===== src/rtl/seg_scan_ctrl.sv =====
// Eight-digit seven-segment scan controller with blanking guard and frame-aligned value commit.
// Optional macro LEADING_ZERO_BLANK_EN suppresses leading zero digits (digit 0 is never suppressed).
module seg_scan_ctrl #(
    parameter int unsigned DIGIT_PERIOD = 100000,
    parameter int unsigned BLANK_CYCLES = 2000
) (
    input  logic        CLK100MHZ,
    input  logic        RST,
    input  logic [31:0] value,
    input  logic [7:0]  dp_in,
    input  logic [7:0]  digit_en,
    input  logic        load,
    output logic        load_ack,
    output logic        frame_done,
    output logic [7:0]  AN,
    output logic [6:0]  SEG,
    output logic        DP
);

    localparam int unsigned CTR_W = (DIGIT_PERIOD > 1) ? $clog2(DIGIT_PERIOD) : 1;
    localparam logic [CTR_W-1:0] CTR_LAST  = CTR_W'(DIGIT_PERIOD - 1);
    localparam logic [CTR_W-1:0] BLANK_CTR = CTR_W'(BLANK_CYCLES);

    localparam logic [0:0] ST_BLANK = 1'b0;
    localparam logic [0:0] ST_DRIVE = 1'b1;

    logic [CTR_W-1:0] ctr_q, ctr_d;
    logic [2:0]       idx_q, idx_d;
    logic [0:0]       state_q, state_d;

    logic [31:0] shadow_value_q, shadow_value_d;
    logic [7:0]  shadow_dp_q, shadow_dp_d;
    logic [7:0]  shadow_en_q, shadow_en_d;

    logic [31:0] pend_value_q, pend_value_d;
    logic [7:0]  pend_dp_q, pend_dp_d;
    logic [7:0]  pend_en_q, pend_en_d;
    logic        pending_q, pending_d;

    logic        slot_end;
    logic        wrap;

    logic [7:0]  an_d;
    logic [6:0]  seg_d;
    logic        dp_d;
    logic [3:0]  nibble;
    logic        upper_zero;

    function automatic logic [6:0] hex_to_seg(input logic [3:0] h);
        logic [6:0] s;
        unique case (h)
            4'h0: s = 7'b1000000;
            4'h1: s = 7'b1111001;
            4'h2: s = 7'b0100100;
            4'h3: s = 7'b0110000;
            4'h4: s = 7'b0011001;
            4'h5: s = 7'b0010010;
            4'h6: s = 7'b0000010;
            4'h7: s = 7'b1111000;
            4'h8: s = 7'b0000000;
            4'h9: s = 7'b0010000;
            4'hA: s = 7'b0001000;
            4'hB: s = 7'b0000011;
            4'hC: s = 7'b1000110;
            4'hD: s = 7'b0100001;
            4'hE: s = 7'b0000110;
            default: s = 7'b0001110;
        endcase
        return s;
    endfunction

    assign slot_end = (ctr_q == CTR_LAST);
    assign wrap     = slot_end && (idx_q == 3'd7);

    // Slot counter, digit index and blank/drive phase
    always_comb begin
        ctr_d   = slot_end ? '0 : ctr_q + 1'b1;
        idx_d   = slot_end ? idx_q + 3'd1 : idx_q;
        state_d = state_q;
        if (ctr_d == '0) begin
            state_d = (BLANK_CYCLES == 0) ? ST_DRIVE : ST_BLANK;
        end else if (ctr_d == BLANK_CTR) begin
            state_d = ST_DRIVE;
        end
    end

    // Pending/shadow handshake; a commit on the wrap always uses the pre-cycle pending contents
    always_comb begin
        pend_value_d   = pend_value_q;
        pend_dp_d      = pend_dp_q;
        pend_en_d      = pend_en_q;
        pending_d      = pending_q;
        shadow_value_d = shadow_value_q;
        shadow_dp_d    = shadow_dp_q;
        shadow_en_d    = shadow_en_q;

        if (wrap && pending_q) begin
            shadow_value_d = pend_value_q;
            shadow_dp_d    = pend_dp_q;
            shadow_en_d    = pend_en_q;
            pending_d      = 1'b0;
        end
        if (load) begin
            pend_value_d = value;
            pend_dp_d    = dp_in;
            pend_en_d    = digit_en;
            pending_d    = 1'b1;
        end
    end

    assign nibble     = shadow_value_q[{idx_q, 2'b00} +: 4];
    assign upper_zero = ((shadow_value_q >> {idx_q, 2'b00}) == 32'd0);

    always_comb begin
        an_d  = 8'hFF;
        seg_d = 7'h7F;
        dp_d  = 1'b1;
        if (state_q == ST_DRIVE) begin
            an_d[idx_q] = 1'b0;
            if (shadow_en_q[idx_q]) begin
                seg_d = hex_to_seg(nibble);
                dp_d  = ~shadow_dp_q[idx_q];
`ifdef LEADING_ZERO_BLANK_EN
                if ((idx_q != 3'd0) && upper_zero) begin
                    seg_d = 7'h7F;
                end
`else
                if (1'b0 && upper_zero) begin
                    seg_d = 7'h7F;
                end
`endif
            end
        end
    end

    always_ff @(posedge CLK100MHZ or posedge RST) begin
        if (RST) begin
            ctr_q          <= '0;
            idx_q          <= 3'd0;
            state_q        <= ST_BLANK;
            shadow_value_q <= 32'd0;
            shadow_dp_q    <= 8'd0;
            shadow_en_q    <= 8'd0;
            pend_value_q   <= 32'd0;
            pend_dp_q      <= 8'd0;
            pend_en_q      <= 8'd0;
            pending_q      <= 1'b0;
            AN             <= 8'hFF;
            SEG            <= 7'h7F;
            DP             <= 1'b1;
            load_ack       <= 1'b0;
            frame_done     <= 1'b0;
        end else begin
            ctr_q          <= ctr_d;
            idx_q          <= idx_d;
            state_q        <= state_d;
            shadow_value_q <= shadow_value_d;
            shadow_dp_q    <= shadow_dp_d;
            shadow_en_q    <= shadow_en_d;
            pend_value_q   <= pend_value_d;
            pend_dp_q      <= pend_dp_d;
            pend_en_q      <= pend_en_d;
            pending_q      <= pending_d;
            AN             <= an_d;
            SEG            <= seg_d;
            DP             <= dp_d;
            load_ack       <= wrap && pending_q;
            frame_done     <= wrap;
        end
    end

endmodule

===== config.mk =====
export PLATFORM = sky130hd
export DESIGN_NAME = seg_scan_ctrl
export DESIGN_NICKNAME = d
export VERILOG_FILES = /design/src/rtl/seg_scan_ctrl.sv
export SDC_FILE = /design/constraint.sdc
export NUM_CORES = 1
export LEC_CHECK = 0
export ABC_AREA = 1
export CAP_MARGIN = 25
export CORE_ASPECT_RATIO = 1.4
export CORE_MARGIN = 2
export CORE_UTILIZATION = 51
export CTS_CLUSTER_DIAMETER = 80
export DETAILED_ROUTE_END_ITERATION = 10
export GPL_ROUTABILITY_DRIVEN = 0
export HOLD_SLACK_MARGIN = 0.15
export PLACE_DENSITY = 0.86
export SLEW_MARGIN = 10
export SYNTH_ARGS = -nofsm -noshare
export SYNTH_HDL_FRONTEND = slang
export SYNTH_SLANG_ARGS = --single-unit

===== constraint.sdc =====
create_clock -name CLK100MHZ -period 4.2 [get_ports CLK100MHZ]
set_input_delay 0.63 -clock CLK100MHZ [delete_from_list [all_inputs] [get_ports CLK100MHZ]]
set_output_delay 0.63 -clock CLK100MHZ [all_outputs]
set_load 0.02 [all_outputs]

Word level (Yosys, flattened, before mapping). Memory sizes are Yosys's and may differ from the RTL's. Index checks and enable logic that the tools add are counted.

Memories: 1. Word-level logic and storage cells: 48. Register bits: 136. Bits of input ports: 51. ROM bits: 112. Output and inout bits: 18.

Memories: (no name shown) (words 16, bits a word 7, rd ports 1, clocked after memory_dff 0, wr ports 0, line 51) `unique case (h)`.

Bitwise gates (word level): 2. Reductions and logical operators: 6. $add $sub $neg: 2. Equality and inequality tests: 3. Shifts and indexed selects: 1. $lt $le $gt $ge: 2. Muxes and demuxes: 16.

Operators with widths (count): 32-bit by 6-bit variable part select with 4-bit output (1); 17-bit by 1-bit adder with 17-bit output (second input constant) (1); 17-bit by 11-bit equality test with 1-bit output (second input constant) (1); 17-bit equality test (second input constant) (1); 17-bit logical NOT (1); 17-bit 2-to-1 mux (1); 7-bit 2-to-1 mux (2); 1-bit 2-to-1 mux (9); 8-bit 2-to-1 mux (1); 8-bit NOT (1); 1-bit binary-select mux with 3-bit select (2); 3-bit by 4-bit < comparator with 1-bit output (second input constant) (1); 2-bit nonzero test (2); 3-bit by 1-bit adder with 3-bit output (second input constant) (1); 1-bit demux with 3-bit select (1); 3-bit equality test (second input constant) (1); 3-bit by 1-bit greater-or-equal comparator with 1-bit output (second input constant) (1); 1-bit logical AND (3); 1-bit NOT (1).

Longest topological paths before layout.
Word-level depth: 6. Depth in mapped cells: 13.

Least setup slack after synthesis. Ideal clock, no wire load.

Path kind: reg2reg. Start point: register idx_q[0]. End point: register SEG[5]. Arrival time: 1.901 ns. Buffers on the path: 3. Required time: 4.115 ns. Clock period less this slack: 1.986 ns. Cell stages (with the launch flop): 13. Setup slack: 2.214 ns. Cell sequence: dfrtp_1 buf_6 buf_6 buf_2 nor2_1 o22ai_1 nor2_1 inv_1 ha_1 nand2_2 o21ai_0 a21oi_1 nand3_1.

Cells in the longest elaborated chain, start to end: 4. Elaborated cells on any way between the ends: 6. Those cells by class: 1 x shift; 4 x mux; 1 x memory.

Ends and longest elaborated chain: from (decl) (line 28) `logic [2:0] idx_q, idx_d;`; from (signal assigned) (line 155) `idx_q <= idx_d;`; 32-bit by 6-bit variable part select with 4-bit output or 1-bit binary-select mux with 3-bit select (tied branches) (line 111, 120); memory 16 x 7 bit or 1-bit 2-to-1 mux (tied branches); 7-bit 2-to-1 mux * (line 120) `if (shadow_en_q[idx_q]) begin`; 7-bit 2-to-1 mux * (line 118) `if (state_q == ST_DRIVE) begin`; named net seg_d[5] (line 44) `logic [6:0] seg_d;`; to (signal assigned) (line 165) `SEG <= seg_d;`; to (decl) (line 16) `output logic [6:0] SEG,`.

Mark *: on every way through the listed nets, which the timed path passes. The rest lies on a longest branch. The select of a mux whose other input is x is not followed. A chain may end at the register's enable or synchronous reset.

Final worst setup path. Ends and elaborated chain as after synthesis.

==> results.json <==
{
  "crit_buf_inv": 2,
  "slew-limit-headroom_pct": 41.4,
  "synth_top_cell_by_area": "dfrtp_1",
  "mostFrequentLayoutCells": "184 x nand2_1, 120 x dfrtp_1, 112 x o21ai_0",
  "clock_latency_ps": 420,
  "cts_setup_buffers": 0,
  "drtIter0Drc": 335,
  "ios": 69,
  "multiInputGateArea_mm2": 0.00217,
  "cts_tree": "yes",
  "antenna_found_initial": 0,
  "hold_violations": 0,
  "crit_family": "flip-flops",
  "rows": 47,
  "synthTopCellsByArea": "dfrtp_1 49%, nand2_1 11%, o21ai_0 9.1%, dfstp_2 6.8%, inv_1 6.2%",
  "worstReg2RegStart": "idx_q[0]$_DFFE_PP0N_",
  "placed_cell_area_mm2": 0.00689,
  "timing.setup.tns_ps": 0,
  "htree_levels": 4,
  "clock.fmax_mhz": 356,
  "yosysUniqueCellTypes": 30,
  "critPathMaxStageDelay_ps": 910,
  "grtUsageTotal_pct": 21.5,
  "dp.cells": 918,
  "top_usage_layer": "met2",
  "cts_hold_buffers": 0,
  "min_path_type": "register to register",
  "yosys_warnings": 0,
  "crit_type": "register to register",
  "powerDensity_mw_per_mm2": 396,
  "drc": 0,
  "worst-slew-pin-transition_ps": 879,
  "end_kind": "register",
  "clock_sinks": 136,
  "clkPwrFrac_pct": 49.3,
  "internal-power_uw": 2340,
  "cp-startpoint": "idx_q[0]$_DFFE_PP0N_",
  "netlist_instances": 725,
  "r2r_end": "SEG[5]$_DFF_PP1_",
  "hpwlAfterDp_um": 9200,
  "areaGrowthSynthToFinish_pct": 22.0,
  "post-route-min-period_ps": 2810,
  "p_sw_share_pct": 21.4,
  "synth_top_area_share_pct": 48.9,
  "switching_power_uw": 634,
  "syn_avg_cell_area_um2": 8.47,
  "rsz0062_at_grt": "no",
  "die_h_um": 134,
  "instances_no_fill": 948,
  "status": "completed",
  "rr_worst_depth": 10,
  "gr-total-overflow": 0,
  "setup_violations": 0,
  "power.leakage_uw": 0.00367,
  "clockBufferDepth": 2,
  "grt_pass1_vias": 4747,
  "p_comb_share_pct": 4.8,
  "grt_max_degree": 73,
  "drive_gt1_share_pct": 8.99,
  "synth_seq_cells": 136,
  "clkTransAtPathRegs_ps": 50,
  "syn_nets": 785,
  "n_antenna_cell": 0,
  "grtUsageMet2_pct": 37.4,
  "ys_seq_area_share_pct": 55.7,
  "netlist_area_mm2": 0.00614,
  "maxCapViolCount": 0,
  "initial_utilization_pct": 52.2,
  "min_period_over_period_pct": 66.9,
  "crit_cells": 10,
  "wl_per_cell_um": 14.1,
  "final_common_cell": "nand2_1",
  "seq_area_mm2": 0.00342,
  "crit_required_ps": 4530,
  "cts_buffers": 17,
  "use_met1_pct": 24.9,
  "layout.nets": 851,
  "crit_end": "SEG[5]$_DFF_PP1_",
  "numPortBuffers": 68,
  "power_frac_seq_pct": 45.9,
  "die_w_um": 96.8,
  "post_cts_resize_count": 0,
  "fin_ws_ps": 1390,
  "pre_cts_ws_ps": 1350,
  "core_mm2": 0.0118,
  "total_power_uw": 2970,
  "grtUsageMet3_pct": 5.11,
  "startpoint_type": "register",
  "root_buffer": "clkbuf_16",
  "vias_per_cell": 5.19,
  "slowest_stage": "dfrtp_1",
  "die_area_mm2": 0.0130,
  "drtPass1Iterations": 5,
  "design_area_mm2": 0.00750,
  "cpMostUsedCell": "o21ai_0",
  "critical_path_peak_fanout": 28,
  "hp-start": "shadow_value_q[22]$_DFFE_PP0P_",
  "fin_worst_skew_ps": 10.1,
  "routed_wl_um": 13400,
  "crit_arrival_ps": 3130,
  "peakVddDrop_v": 0.000257,
  "nFillCells": 931,
  "final_max_slew_viol_count": 0,
  "grt_pass1_wl_um": 22100,
  "regToRegSetupSlack_ps": 1390,
  "crit_chain": "inv_4, o21ai_0, o22ai_1, nor2_1, inv_1, ha_1, nand2_2, o21ai_0, a21oi_1, nand3_1",
  "ant_nets": 0,
  "vias": 4923
}
==> worst min path at each step <==
stage	slack (ps)	cells past startpoint	endpoint
after floorplan	440	1	SEG[5]$_DFF_PP1_
after global placement	460	2	shadow_value_q[5]$_DFFE_PP0P_
after detailed placement	470	1	SEG[5]$_DFF_PP1_
after CTS	480	2	shadow_value_q[4]$_DFFE_PP0P_
after global routing	510	2	shadow_value_q[24]$_DFFE_PP0P_
final	490	2	shadow_value_q[22]$_DFFE_PP0P_
==> metal layers <==
metal	share of wire [%]	wire [um]	up-vias
li1	-	-	2426
met1	40	5400	2312
met2	52	6950	153
met3	4.2	565	32
met4	3.2	433	0
met5	0	0	-
==> Yosys cell counts <==
library cell  instances
a21oi_1               5
a31oi_1               1
buf_2                 2
buf_6                 7
clkbuf_1             16
clkbuf_2              1
clkinv_2              1
dfrtp_1             120
dfstp_2              16
ha_1                  9
inv_1               101
inv_4                 1
nand2_1             184
nand2_2               6
nand3_1              21
nand4_1               8
nand4_2               1
nor2_1               57
nor2_2                6
nor2_4                1
nor3_1                4
o2111ai_1             1
o211ai_1              5
o21a_1               11
o21ai_0             112
o21ai_1              16
o21bai_1              4
o22ai_1               3
or2_2                 4
xor2_1                1
==> worst reg2reg max path, delay by kind of cell, from the launching register on <==
| family | cells | cell delay [ps] |
|---|---|---|
| adders and majority gates | 1 | 260 |
| AOI/OAI and AO/OA | 4 | 570 |
| and+or+nand+nor | 3 | 580 |
| DFF | 1 | 910 |
| buffers and inverters | 2 | 400 |
==> cells by family (layout without fill, tap and decap cells) <==
logic type               count (synthesis)  count (layout)  share of synthesized area (%)
AO/OA/AOI/OAI                          158             158                           13.8
adder cells (fa/ha/maj)                  9               9                           1.83
XOR/XNOR                                 1               1                          0.143
flip-flops                             136             136                           55.7
AND/OR/NAND/NOR                        292             292                           19.6
buffers and inverters                  129             205                           8.86
==> area by class of cell <==
cell class | count | share of cell area (%)
Sequential cell | 136 | 45.7
Multi-Input combinational cell | 460 | 29.0
Timing Repair Buffer | 73 | 9.85
Clock buffer | 17 | 5.68
Inverter | 103 | 5.26
Tap cell | 147 | 2.45
Clock inverter | 12 | 2.09
==> stage by stage <==
step / util (%) / hold WS (ps)
after floorplan: - / 442
after global placement: 58.6 / 462
after detailed placement: 58.6 / 468
after CTS: 63.6 / 483
after global routing: 63.7 / 509
final: 63.7 / 486
==> registers in the layout, summed over array words and instances (netlist names), 3 cells and up <==
register,count
AN,8
SEG,7
ctr_q,17
idx_q,3
pend_dp_q,8
pend_en_q,8
pend_value_q,32
shadow_dp_q,8
shadow_en_q,8
shadow_value_q,32
==> power groups by stage <==
stage | clock, uW | sequential, uW | combinational, uW
floorplan | 0 | 1380 | 70.9
global placement | 0 | 1380 | 141
detailed placement | 0 | 1390 | 144
CTS | 1480 | 1360 | 145
global route | 1540 | 1370 | 163
finish | 1460 | 1360 | 142
No activity file was read; power rests on OpenSTA's default activity.
